## src/rtl/bit_serializer.sv

```systemverilog
// Parallel-to-serial stage: takes a WIDTH-bit word over valid/ready and emits it
// one bit per clock with registered ser_valid/sof/eof framing flags.
module bit_serializer #(
  parameter int WIDTH     = 8,
  parameter int LSB_FIRST = 0,
  parameter int GAP       = 0
) (
  input  logic             clk,
  input  logic             rst,
  input  logic [WIDTH-1:0] din,
  input  logic             din_valid,
  output logic             din_ready,
  output logic             ser_out,
  output logic             ser_valid,
  output logic             sof,
  output logic             eof,
  output logic             busy
);

  localparam int CNT_W = $clog2(WIDTH);
  localparam logic [CNT_W-1:0] LAST_BIT = CNT_W'(WIDTH - 1);
  localparam logic [CNT_W-1:0] PRE_LAST = CNT_W'(WIDTH - 2);
  localparam logic [3:0]       GAP_LAST = 4'((GAP > 0) ? GAP - 1 : 0);

  typedef enum logic [1:0] {
    S_IDLE  = 2'd0,
    S_SHIFT = 2'd1,
    S_GAP   = 2'd2
  } state_t;

  state_t           state_q;
  logic [WIDTH-1:0] shift_q;
  logic [CNT_W-1:0] bit_cnt_q;
  logic [3:0]       gap_cnt_q;
  logic             ser_out_q;
  logic             ser_valid_q;
  logic             sof_q;
  logic             eof_q;
  logic             busy_q;

  logic             last_bit;
  logic             accept;
  logic             din_head_d;
  logic             shift_head_d;
  logic [WIDTH-1:0] din_rest_d;
  logic [WIDTH-1:0] shift_rest_d;

  // The register always holds the bits not yet sent; the outgoing bit is
  // peeled off into ser_out_q on the same edge.
  always_comb begin
    if (LSB_FIRST != 0) begin
      din_head_d   = din[0];
      shift_head_d = shift_q[0];
      din_rest_d   = din >> 1;
      shift_rest_d = shift_q >> 1;
    end else begin
      din_head_d   = din[WIDTH-1];
      shift_head_d = shift_q[WIDTH-1];
      din_rest_d   = din << 1;
      shift_rest_d = shift_q << 1;
    end
  end

  assign last_bit  = (state_q == S_SHIFT) && (bit_cnt_q == LAST_BIT);
  assign din_ready = (state_q == S_IDLE) || ((GAP == 0) && last_bit);
  assign accept    = din_valid && din_ready;

  always_ff @(posedge clk or posedge rst) begin
    if (rst) begin
      state_q     <= S_IDLE;
      shift_q     <= '0;
      bit_cnt_q   <= '0;
      gap_cnt_q   <= '0;
      ser_out_q   <= 1'b0;
      ser_valid_q <= 1'b0;
      sof_q       <= 1'b0;
      eof_q       <= 1'b0;
      busy_q      <= 1'b0;
    end else if (accept) begin
      // Accept is only possible from IDLE or on the last bit with no gap.
      state_q     <= S_SHIFT;
      shift_q     <= din_rest_d;
      bit_cnt_q   <= '0;
      gap_cnt_q   <= '0;
      ser_out_q   <= din_head_d;
      ser_valid_q <= 1'b1;
      sof_q       <= 1'b1;
      eof_q       <= 1'b0;
      busy_q      <= 1'b1;
    end else begin
      case (state_q)
        S_SHIFT: begin
          if (!last_bit) begin
            shift_q     <= shift_rest_d;
            bit_cnt_q   <= bit_cnt_q + 1'b1;
            ser_out_q   <= shift_head_d;
            ser_valid_q <= 1'b1;
            sof_q       <= 1'b0;
            eof_q       <= (bit_cnt_q == PRE_LAST);
            busy_q      <= 1'b1;
          end else begin
            state_q     <= (GAP > 0) ? S_GAP : S_IDLE;
            shift_q     <= '0;
            bit_cnt_q   <= '0;
            gap_cnt_q   <= '0;
            ser_out_q   <= 1'b0;
            ser_valid_q <= 1'b0;
            sof_q       <= 1'b0;
            eof_q       <= 1'b0;
            busy_q      <= (GAP > 0);
          end
        end
        S_GAP: begin
          ser_out_q   <= 1'b0;
          ser_valid_q <= 1'b0;
          sof_q       <= 1'b0;
          eof_q       <= 1'b0;
          if (gap_cnt_q == GAP_LAST) begin
            state_q   <= S_IDLE;
            gap_cnt_q <= '0;
            busy_q    <= 1'b0;
          end else begin
            gap_cnt_q <= gap_cnt_q + 1'b1;
            busy_q    <= 1'b1;
          end
        end
        default: begin
          // IDLE without a word, and any unused encoding, settle here.
          state_q     <= S_IDLE;
          shift_q     <= '0;
          bit_cnt_q   <= '0;
          gap_cnt_q   <= '0;
          ser_out_q   <= 1'b0;
          ser_valid_q <= 1'b0;
          sof_q       <= 1'b0;
          eof_q       <= 1'b0;
          busy_q      <= 1'b0;
        end
      endcase
    end
  end

  assign ser_out   = ser_out_q;
  assign ser_valid = ser_valid_q;
  assign sof       = sof_q;
  assign eof       = eof_q;
  assign busy      = busy_q;

endmodule

```

## config.mk

```make
export PLATFORM = sky130hd
export DESIGN_NAME = bit_serializer
export DESIGN_NICKNAME = d
export VERILOG_FILES = /design/src/rtl/bit_serializer.sv
export SDC_FILE = /design/constraint.sdc
export NUM_CORES = 1
export LEC_CHECK = 0
export ABC_AREA = 0
export CAP_MARGIN = 0
export CORE_UTILIZATION = 48
export CTS_BUF_LIST = sky130_fd_sc_hd__clkbuf_2
export DETAILED_ROUTE_END_ITERATION = 10
export PLACE_DENSITY = 0.91
export REMOVE_ABC_BUFFERS = 1
export SLEW_MARGIN = 0
export SYNTH_ARGS = -nofsm -noshare
export SYNTH_HDL_FRONTEND = slang
export SYNTH_SLANG_ARGS = --single-unit
```

## constraint.sdc

```tcl
create_clock -name clk -period 1.7 [get_ports clk]
set_input_delay 0.255 -clock clk [delete_from_list [all_inputs] [get_ports clk]]
set_output_delay 0.255 -clock clk [all_outputs]
set_load 0.005 [all_outputs]
```

==> key figures <==
Status
  – Status: finished, final reports clean

Global routing
  – Grt total ovfl: 0
  – GRT Overall Usage: 0.212
  – First-pass GRT wire length: 1.98 mm
  – Vias in the first global route: 452
  – Largest net degree at the start of global routing: 16
  – Initial antenna violation count: 0

Synth
  – Yosys reg bits: 15
  – Cell taking the most area after synthesis: dfrtp_1
  – Yosys top cell area share: 0.586
  – Async SR Flop Fraction: 1.00
  – Ys flop type: dfrtp_1
  – Synth warn: 0
  – Syn Inst Count: 56
  – Top cells by area, synth: dfrtp_1 (59%), nand3b_1 (8.2%), ha_1 (5.9%)
  – Yosys cell types: 16
  – Post-synth EDFFs: 0
  – Seq/Total Area, Yosys: 0.586
  – Synthesized area: 641 sq um
  – Synthesized area per cell: 11.4 sq um
  – Commonest cells post-synth: dfrtp_1 (15), nand2_1 (7), nand3b_1 (7), o21ai_0 (7)
  – Count leader, synth: dfrtp_1

Floorplanning
  – Die area: 1480 sq um
  – CORE AREA: 1170 sq um
  – Starting Density: 0.547
  – Die width: 38.5 microns
  – Chip height: 38.5 microns
  – Row Count: 12
  – I/O pin count: 17

Worst setup path
  – Max Fanout on Critical Path: 2
  – Top delay family on crit path: flip-flops
  – Worst stage delay on the critical path: 0.42 ns
  – Worst R2R End: bit_cnt_q[1]$_DFF_PP0_
  – Flop-to-flop setup slack: 0.31 ns
  – FF-to-FF path depth: 6
  – Startpoint types: flop
  – WS Path Type: reg2out
  – Crit-path cells: ha_2 -> ha_4 -> nor2b_4 -> inv_4 -> clkbuf_2
  – WP data required: 1.44 ns
  – CP Capture Type: primary output
  – R2r startpoint: bit_cnt_q[0]$_DFF_PP0_
  – CP max stage cell: dfrtp_1
  – WP buf/inv: 2
  – Crit path DAT: 1.35 ns

Pwr
  – Power Density: 1410 nW/um^2
  – Leak Pwr: 0.000426 uW
  – Peak supply drop: 0.826 mV

Drt
  – Avg WL per Cell: approximately 14 microns
  – Post-route DRC violation count: 0
  – DR vias: 485
  – Iteration-0 DRC Markers: 5
  – Pre-Repair DR Iteration Count: 4
  – Antenna-violating nets left: 0
  – Aggregate routed wire length: 1.29 mm
  – Via/cell ratio: 5.16

Placed design
  – Final HPWL DP: approximately 860 microns
  – # port buffers: 16
  – Placed cells: 87
  – Final Wtd Congestion: 0.768

Worst hold path
  – HP Class: in2async

Timing
  – Worst Clk Skew: slightly above 0.008 ns
  – Slew margin rel.: 0.636
  – Finish-stage setup viols: 0
  – Fmax: 623 MHz
  – Min Tclk post-route: 1.61 ns
  – Setup TNS: 0 ns
  – Worst-margin pin slew: 0.546 ns
  – Final worst-path cycle share: 0.945
  – Final Hold Fails: 0
  – RSZ-0062 raised after global routing: no
  – Slew Viols, Final: 0

Final layout
  – Ant. Diodes: 0
  – Utilization after layout: 0.747
  – Post-route insts no fill: 94
  – Nets: 95
  – Register area: 375 sq um
  – Fill cell count: 89
  – Share of layout cells above drive strength 1: 0.213
  – Area of the multi-input gates: 229 sq um
  – P&R area growth vs syn: 36.5%

Clocking
  – H-Tree Depth: 1
  – Clock tree buffer depth: 2
  – # hold bufs at CTS: 0
  – Worst-skew pair later-pin latency: a little under 0.3 ns
  – TritonCTS buffer count: 3
  – TritonCTS clock tree: done
  – Root buffer cell: clkbuf_2
  – Clock slew seen by the registers of the worst setup and hold paths: 0.15 ns
  – Clock sinks: 15

Run
  – Max-cap violation count: 0
## registers in the layout (all words and copies together) (netlist names)
register   flops
shift_q        7
bit_cnt_q      3
eof            1
ser_out        1
ser_valid      1
sof            1
state_q        1
## layout by cell type (no fill, tap or decap)
cell type | netlist | routed
o21ai_0 | 7 | 7
ha_2 | 0 | 1
nor2b_4 | 1 | 1
clkinv_2 | 0 | 1
nand2b_1 | 2 | 2
inv_4 | 1 | 1
nand2_1 | 7 | 7
inv_1 | 3 | 3
dfrtp_1 | 15 | 15
clkdlybuf4s50_1 | 0 | 15
ha_1 | 3 | 1
and2_1 | 2 | 2
buf_4 | 1 | 8
a211oi_1 | 1 | 1
clkbuf_2 | 0 | 4
ha_4 | 0 | 1
and3_1 | 2 | 2
nor2_1 | 1 | 1
nand3b_1 | 7 | 7
## report_power, final
| group | total, uW | internal, uW | leakage [uW] | switching, uW |
|---|---|---|---|---|
| combinational | 536 | 312 | 0.000220 | 225 |
| sequential | 529 | 477 | 0.000190 | 52.3 |
| clock | 169 | 53.2 | 0.0000164 | 116 |
| total | 1230 | 842 | 0.000426 | 393 |
## stage by stage
stage          hold WS, ns  total power (uW)  cell area [sq um]  worst slack (ns)
3_5_place_dp         0.483               996                822            0.0361
2_1_floorplan        0.156               751                607             0.326
4_1_cts              0.307              1200                865           0.00918
6_report             0.292              1230                875            0.0942
3_3_place_gp         0.459               973                822            0.0562
5_1_grt              0.340              1320                875            0.0333
## timing repair
| item | in CTS | in global routing |
|---|---|---|
| setup endpoints to repair | 1 | 1 |
| pin swaps | 2 | 1 |
| gates resized for setup | 5 | 1 |
| buffers inserted | 1 | 2 |
## final cells by class
class                      instances  share of cell area
clock buffer                       3              0.0172
clock inverter                     1             0.00572
timing repair buffer              24               0.246
multi-input combinational         33               0.262
sequential                        15               0.429
tap                               14              0.0200
inverter                           4              0.0200
## kinds of logic after synthesis
| family | after synthesis | synth area share |
|---|---|---|
| AO/OA/AOI/OAI | 8 | 0.0664 |
| AND/OR/NAND/NOR | 22 | 0.209 |
| flip-flops | 15 | 0.586 |
| buffers and inverters | 8 | 0.0801 |
| adder cells (fa/ha/maj) | 3 | 0.0586 |
## per-layer routing
layer  vias up  part of all wire  GRT usage
met5         -                 0          0
met4         0             0.016      0.155
met3         4             0.054     0.0349
met2        21              0.51      0.350
met1       230              0.41      0.242
li1        230                 -          -
## worst max path at each step
stage | cells past startpoint | endpoint | start
2_1_floorplan | 5 | shift_q[1]$_DFF_PP0_ | bit_cnt_q[0]$_DFF_PP0_
3_3_place_gp | 5 | din_ready | bit_cnt_q[0]$_DFF_PP0_
3_5_place_dp | 5 | din_ready | bit_cnt_q[0]$_DFF_PP0_
4_1_cts | 5 | din_ready | bit_cnt_q[1]$_DFF_PP0_
5_1_grt | 5 | din_ready | bit_cnt_q[0]$_DFF_PP0_
6_report | 5 | din_ready | bit_cnt_q[0]$_DFF_PP0_
Note: power is estimated with default switching activity, not from simulation.
